**src/rtl/tdm_demux.sv**
```systemverilog
// 4-slot TDM demultiplexer: hunts for a frame marker, then collects slots 0-3 into
// shadow registers and publishes all four lanes together one cycle after slot 3.
module tdm_demux #(
  parameter int W = 4
) (
  input  logic         clk,
  input  logic         rst,
  input  logic [W-1:0] din,
  input  logic         in_valid,
  input  logic         in_sync,
  output logic [W-1:0] z0,
  output logic [W-1:0] z1,
  output logic [W-1:0] z2,
  output logic [W-1:0] z3,
  output logic         frame_valid,
  output logic         locked,
  output logic         sync_err,
  output logic [1:0]   slot
);

  typedef enum logic {HUNT = 1'b0, LOCK = 1'b1} state_t;

  state_t       state;
  logic [W-1:0] sh0, sh1, sh2;

  assign locked = (state == LOCK);

  always_ff @(posedge clk) begin
    if (rst) begin
      state       <= HUNT;
      slot        <= 2'd0;
      sh0         <= '0;
      sh1         <= '0;
      sh2         <= '0;
      z0          <= '0;
      z1          <= '0;
      z2          <= '0;
      z3          <= '0;
      frame_valid <= 1'b0;
      sync_err    <= 1'b0;
    end else begin
      frame_valid <= 1'b0;
      sync_err    <= 1'b0;
      if (in_valid) begin
        if (state == HUNT) begin
          if (in_sync) begin
            sh0   <= din;
            slot  <= 2'd1;
            state <= LOCK;
          end
        end else if (in_sync) begin
          // A marker mid-frame drops the partial frame and restarts at slot 0.
          sh0  <= din;
          slot <= 2'd1;
          if (slot != 2'd0) sync_err <= 1'b1;
        end else begin
          case (slot)
            2'd0: begin
              sync_err <= 1'b1;
              state    <= HUNT;
              slot     <= 2'd0;
            end
            2'd1: begin
              sh1  <= din;
              slot <= 2'd2;
            end
            2'd2: begin
              sh2  <= din;
              slot <= 2'd3;
            end
            default: begin
              z0          <= sh0;
              z1          <= sh1;
              z2          <= sh2;
              z3          <= din;
              frame_valid <= 1'b1;
              slot        <= 2'd0;
            end
          endcase
        end
      end
    end
  end

endmodule

```
**config.mk**
```make
export PLATFORM = sky130hd
export DESIGN_NAME = tdm_demux
export DESIGN_NICKNAME = d
export VERILOG_FILES = /design/src/rtl/tdm_demux.sv
export SDC_FILE = /design/constraint.sdc
export NUM_CORES = 1
export LEC_CHECK = 0
export ABC_CLOCK_PERIOD_IN_PS = 1500
export CAP_MARGIN = 20
export CORE_AREA = 8 8 55 75
export DETAILED_ROUTE_END_ITERATION = 10
export DIE_AREA = 0 0 63 83
export GPL_TIMING_DRIVEN = 0
export MAX_ROUTING_LAYER = met4
export PLACE_DENSITY_LB_ADDON = 0.25
export SLEW_MARGIN = 20
export SYNTH_ARGS = -nofsm -noshare
export SYNTH_HDL_FRONTEND = slang
export SYNTH_SLANG_ARGS = --single-unit
```
**constraint.sdc**
```tcl
create_clock -name clk -period 1.5 [get_ports clk]
set_input_delay 0.3 -clock clk [delete_from_list [all_inputs] [get_ports clk]]
set_output_delay 0.3 -clock clk [all_outputs]
set_load 0.005 [all_outputs]
```
==> summary.md <==
| Metric | Value |
|---|---|
| Hold Fails Final Rpt | 0 |
| Worst EP arrival | 1.16 ns |
| Drt via density | between 4 and 5 |
| Gr busiest metal | met2 |
| Max Clk Rate | around 690 MHz |
| Total number of vias | 1028 |
| DRC viols | 0 |
| ANT cells | 0 |
| Setup bufs post-CTS | 0 |
| Fin Setup TNS | 0 ns |
| M1 GR Usage | between 10% and 20% |
| Worst path max stage delay | a little over 0.5 ns |
| Max Slew Vio Count | 0 |
| Cell count after synthesis | between 100 and 150 |
| Critical Path RT | 1.20 ns |
| First-pass GRT wire length | approximately 4900 um |
| Final worst-path cycle share | a little over nine tenths |
| FF-to-FF setup slack | approximately 0.21 ns |
| Maxcap violations | 0 |
| Clock latency on the worst-skew pair | ~0.28 ns |
| Post-synthesis sequential area ratio | between 40% and 50% |
| Mapped cell area | about 1400 sq um |
| Status | completed |
| HPWL after DPL | about 2200 um |
| P_leak | slightly below 0.8 nW |
| Most frequent cells in the layout | 32 x nand2b_1, 31 x dfxtp_1, 26 x clkdlybuf4s50_1 |
| Die Wd | around 63 um |
| Synth top area cells | dfxtp_1 46%, mux2i_1 17%, nand2b_1 14% |
| Critical path class | flop to primary output |
| Initial Utilization | a little under half |
| # setup viols final | 0 |
| Rows | 24 |
| Crit-path leading delay family | buffers and inverters |
| CP max FO | 5 |
| Gr usage total | around an eighth |
| Clock Tree Buf Depth | 2 |
| Worst slew pin tran | 0.434 ns |
| GP Congestion | roughly 0.82 |
| Warnings from Yosys | 0 |
| Post-synth EDFFs | 0 |
| Die area | 5230 sq um |
| Leading area contributor after synthesis | dfxtp_1 |
| Leading cell type in the layout, fill and taps excluded | nand2b_1 |
| Initial antenna violation count | 0 |
| Top-area cell type share of the netlist area | approximately 46% |
| Drt first pass iters | 4 |
| WP buf/inv | 1 |
| Startpoint types | flop |
| Ports | 29 |
| Congestion Overflow GR | 0 |
| # clock sinks | 33 |
| Area growth syn-to-layout | 31.1% |
| CTS tree | built |
| CTS Buf Count | 5 |
| Post-layout min period | roughly 1.5 ns |
| Routed WL | between 2000 and 3000 um |
| Core area | 3030 sq um |
| Worst Hold Class | input pin to flop |
| Port Buffer Count | 27 |
| Clk_skew | ~0.0028 ns |
| DRT antenna net count | 0 |
| Yosys reg bits | 33 |
| H-tree Lvls | 2 |
| Count of unique library cells instantiated by Yosys | 23 |
| GR Layer Usage met2 | between 15 and 20% |
| Mean area per synthesized cell | 10.6 sq um |
| Worst-path clk slew | around 0.060 ns |
| Ys flop type | dfxtp_1 |
| Die Height | approximately 83 um |
| Crit-path cells | clkdlybuf4s50_1 |
| Vias in the first global route | ~1100 |
| Root Driver | clkbuf_8 |
| VDD IR-drop max | 0.875 mV |
| Asr flop ratio synth | 0% |
| CP endpoint kind | primary output |
| Initial drt markers | 19 |
| Layout cells sized above 1 | ~12% |
| # nets final | approximately 180 |
| Slew margin rel. | between 70% and 80% |
| Synthesized Nets | about 150 |
| Fillers | ~270 |
| CP max stage cell | clkdlybuf4s50_1 |
| Pin count of the biggest net entering global routing | 11 |
| RSZ-0062 raised after global routing | no |
| Hold WS | approximately 0.36 ns |
| WL per Instance | 14.1 um |
| Met3 usage | roughly 5.1% |
| Pwr/cell area | roughly 1000 nW/um^2 |
==> metrics by stage <==
stage / instance area [sq um] / utilization (%) / cells / power, mW / setup WS, ns
floorplan: 1420 / - / 134 / 0.987 / 0.258
global placement: 1740 / 57.4 / 200 / 1.03 / -0.197
detailed placement: 1740 / 57.4 / 200 / 1.04 / -0.243
CTS: 1860 / 61.3 / 208 / 1.88 / 0.00264
global route: 1870 / 61.5 / 208 / 1.94 / 0.000947
finish: 1870 / 61.5 / 208 / 1.86 / 0.0427
==> Yosys cell counts (2+ instances only) <==
| library cell | n |
|---|---|
| a21bo_2 | 4 |
| a21oi_1 | 5 |
| buf_2 | 4 |
| clkbuf_1 | 4 |
| dfxtp_1 | 33 |
| ha_1 | 5 |
| inv_1 | 5 |
| mux2i_1 | 24 |
| nand2b_1 | 32 |
| nand3_1 | 4 |
| nand4b_1 | 2 |
==> final timing paths <==
kind / from / to / cells after the start
hold reg to reg: z0[0] / z0[0] / 2
setup reg to reg: slot[0] / slot[0] / 4
setup / recovery: slot[0] / slot[0] / 1
hold / removal: in_valid / sync_err / 3
==> area by class of cell <==
class / count / area, sq um / area share, %
clock inverter: 1 / 30.0 / 1.61
multi-input combinational: 87 / 697 / 37.4
clock buffer: 7 / 86.3 / 4.63
buffer: 9 / 48.8 / 2.62
tap: 39 / 48.8 / 2.62
sequential: 33 / 663 / 35.5
inverter: 5 / 18.8 / 1.01
timing repair buffer: 27 / 273 / 14.6
==> cell families (layout without fill, tap and decap cells) <==
| group | after synthesis | in the layout | synth area share (%) |
|---|---|---|---|
| adders and majority gates | 5 | 5 | 4.40 |
| DFF | 33 | 33 | 46.4 |
| buffers and inverters | 14 | 49 | 4.57 |
| muxes | 24 | 24 | 16.9 |
| and+or+nand+nor | 45 | 45 | 20.6 |
| AOI/OAI and AO/OA | 13 | 13 | 7.12 |
==> repair_timing <==
item	4_1_cts	5_1_grt
endpoints found under the hold margin	0	0
resized for setup	1	3
hold buffers	0	0
endpoints found under the setup margin	1	3
==> routing by layer <==
layer,part of all wire (%),wire [um]
met3,5.9,173
met1,44,1280
met5,0,0
met4,1.2,36
met2,49,1440
==> report_power, final <==
part           switching, mW  total [mW]  internal, mW
combinational         0.0601       0.125        0.0654
sequential           0.00674       0.894         0.887
clock                  0.299       0.840         0.541
==> registers in the layout, summed over array words and instances (netlist names) <==
register	count
locked	1
sh2	4
z2	4
sh1	4
z0	4
z3	4
z1	4
sync_err	1
slot	2
sh0	4
frame_valid	1
Power figures use the tool's default switching activity.
==> variant, RTL diff (same flow settings) <==
Change the parameter `W` from 4 to 5.
--- a/src/rtl/tdm_demux.sv
+++ b/src/rtl/tdm_demux.sv
@@ -2,5 +2,5 @@
 // shadow registers and publishes all four lanes together one cycle after slot 3.
 module tdm_demux #(
-  parameter int W = 4
+  parameter int W = 5
 ) (
   input  logic         clk,
Ports: changed (5 resized); port bits go from 29 to 34. No check against the original RTL was run, so the function may have changed too.
==> variant against the original RTL <==
- worst setup slack gained 5.4 ps
- register-to-register slack better by 40 ps
- area after synthesis increased by 23%
- final cell count up 16%
- final area is 20% higher
- power increased by 12%
- wire length is 25% higher
- via count grew 21%
- sequential cell count increased by 7
- critical path type unchanged
==> variant: results (changes against the original RTL) <==
stage	metric	value	unit	change
grt	largest net degree at the start of global routing	13		was 11
detailed_routing	vias per inst	5.15		was 4.94
detailed_routing	total length of routed wires	3.65	mm	was 2.93 mm
hold_path	Hold Startpoint	in_valid		unchanged
final_layout	ratio of cells with drive above 1 in the final layout	13.9	%	was 12.4%
final_layout	Nets	215		was 181
grt	first-pass GRT wire length	6.17	mm	was 4.91 mm
timing	clk_skew	4.35	ps	was 2.75 ps
logic_synthesis	Post-Syn Nets	176		was 147
placement	cell count after placement	232		was 200
setup_path	Top Family by Delay on Critical Path	buffers and inverters		unchanged
placement	DP Wirelength	2.65	mm	was 2.21 mm
grt	initial antenna violation count	0		unchanged
setup_path	Reg-to-Reg End	z0[1]$_SDFFE_PP0P_		was slot[0]$_SDFFE_PP0P_
grt	vias in the first global route	1365		was 1,085
pwr	Lkg Pwr	0.940	nW	was 0.774 nW
logic_synthesis	Mean Syn Cell Area	10.8	um2	was 10.6 um2
logic_synthesis	synth cell count leaders	dfxtp_1 (40), nand2b_1 (40), mux2i_1 (30)		was dfxtp_1 (33), nand2b_1 (32), mux2i_1 (24)
detailed_routing	drt first-iter violations	39		was 19
final_layout	Layout Cells excl Fill	241		was 208
logic_synthesis	sequential area share after synthesis	45.7	%	was 46.4%
setup_path	Worst Path Max Fanout	2		was 5
clock_network	clock latency at the later pin of the worst-skew pair	300	ps	was 280 ps
logic_synthesis	Synth area leaders	dfxtp_1 (46%), mux2i_1 (17%), nand2b_1 (14%), ha_1 (3.6%), a21bo_2 (2.9%)		was dfxtp_1 (46%), mux2i_1 (17%), nand2b_1 (14%), ha_1 (4.4%), a21bo_2 (2.8%)
grt	gr usage total	15.1	%	was 11.9%
placement	port bufs	31		was 27
timing	worst-margin pin slew	452	ps	was 434 ps
logic_synthesis	Synth warnings	0		unchanged
setup_path	reg2reg setup slack	250	ps	was 210 ps
placement	Placer Congestion	0.818		was 0.819
pwr	Max VDD drop	0.803	mV	was 0.875 mV
placement	cell area after placement	2110	um2	was 1740 um2
run_status	status	completed		unchanged
-- variant: changes by cell type after synthesis, moves of 2 or more --
cell	before	now
mux2i_1	24	30
buf_6	1	4
buf_2	4	2
nand4b_1	2	0
nand2b_1	32	40
buf_4	0	2
dfxtp_1	33	40
-- variant: worst max path at each step --
stage          depth (start not counted)            startpoint                   end  slack (ps)
6_report                               1    z1[4]$_SDFFE_PP0P_                 z1[4]          50
5_1_grt                                1    z0[1]$_SDFFE_PP0P_                 z0[1]           2
4_1_cts                                1  slot[0]$_SDFFE_PP0P_               slot[0]           7
3_5_place_dp                           4                   rst    z3[3]$_SDFFE_PP0P_        -150
3_3_place_gp                           4                   rst   sh2[4]$_SDFFE_PP0P_        -110
2_1_floorplan                          4  slot[0]$_SDFFE_PP0P_  slot[0]$_SDFFE_PP0P_         250
-- variant: cell families (layout without fill, tap and decap cells) --
logic type / count (synthesis) / count (layout) / synth area share (%)
flip-flops: 40 / 40 / 45.7
adder cells (fa/ha/maj): 5 / 5 / 3.57
multiplexers: 30 / 30 / 17.1
AO/OA/AOI/OAI: 15 / 15 / 6.64
buffers and inverters: 18 / 58 / 6.14
AND/OR/NAND/NOR: 54 / 54 / 20.8
-- variant: repair_timing --
action / in CTS / in global routing
setup endpoints to repair: 2 / 3
buffers inserted: 0 / 1
pin swaps: 0 / 0
resized for setup: 2 / 3
-- variant: layout make-up --
| type | instances | area (um2) |
|---|---|---|
| well taps | 39 | 48.8 |
| fillers | 235 | 798 |
| flip-flops and latches | 40 | 807 |
| plain buffers | 13 | 88.8 |
| repair buffers | 32 | 320 |
| multi-input cells | 104 | 843 |
| clock buffers | 6 | 72.6 |
| inverters | 5 | 18.8 |
| clock inverters | 2 | 35.0 |
-- variant: per-stage QoR --
stage,setup TNS (ps),hold WS [ps],setup WS (ps)
CTS,0,292,6.69
detailed placement,-3570,464,-152
global route,0,296,1.94
global placement,-2170,454,-106
finish,0,294,48.1
floorplan,0,447,245
-- variant: power by group --
part           switching [W]  total, W  internal (W)
Clock               0.000363  0.000856      0.000493
Combinational      0.0000710  0.000148     0.0000766
Sequential        0.00000840   0.00108       0.00107
-- variant: routing by layer --
| metal | GRT usage [%] | share of wire (%) | vias up |
|---|---|---|---|
| met5 | - | 0 | - |
| met4 | 7.92 | 3.0 | 0 |
| met1 | 15.0 | 42 | 583 |
| met2 | 25.3 | 50 | 29 |
| li1 | - | - | 621 |
| met3 | 5.24 | 5.1 | 9 |
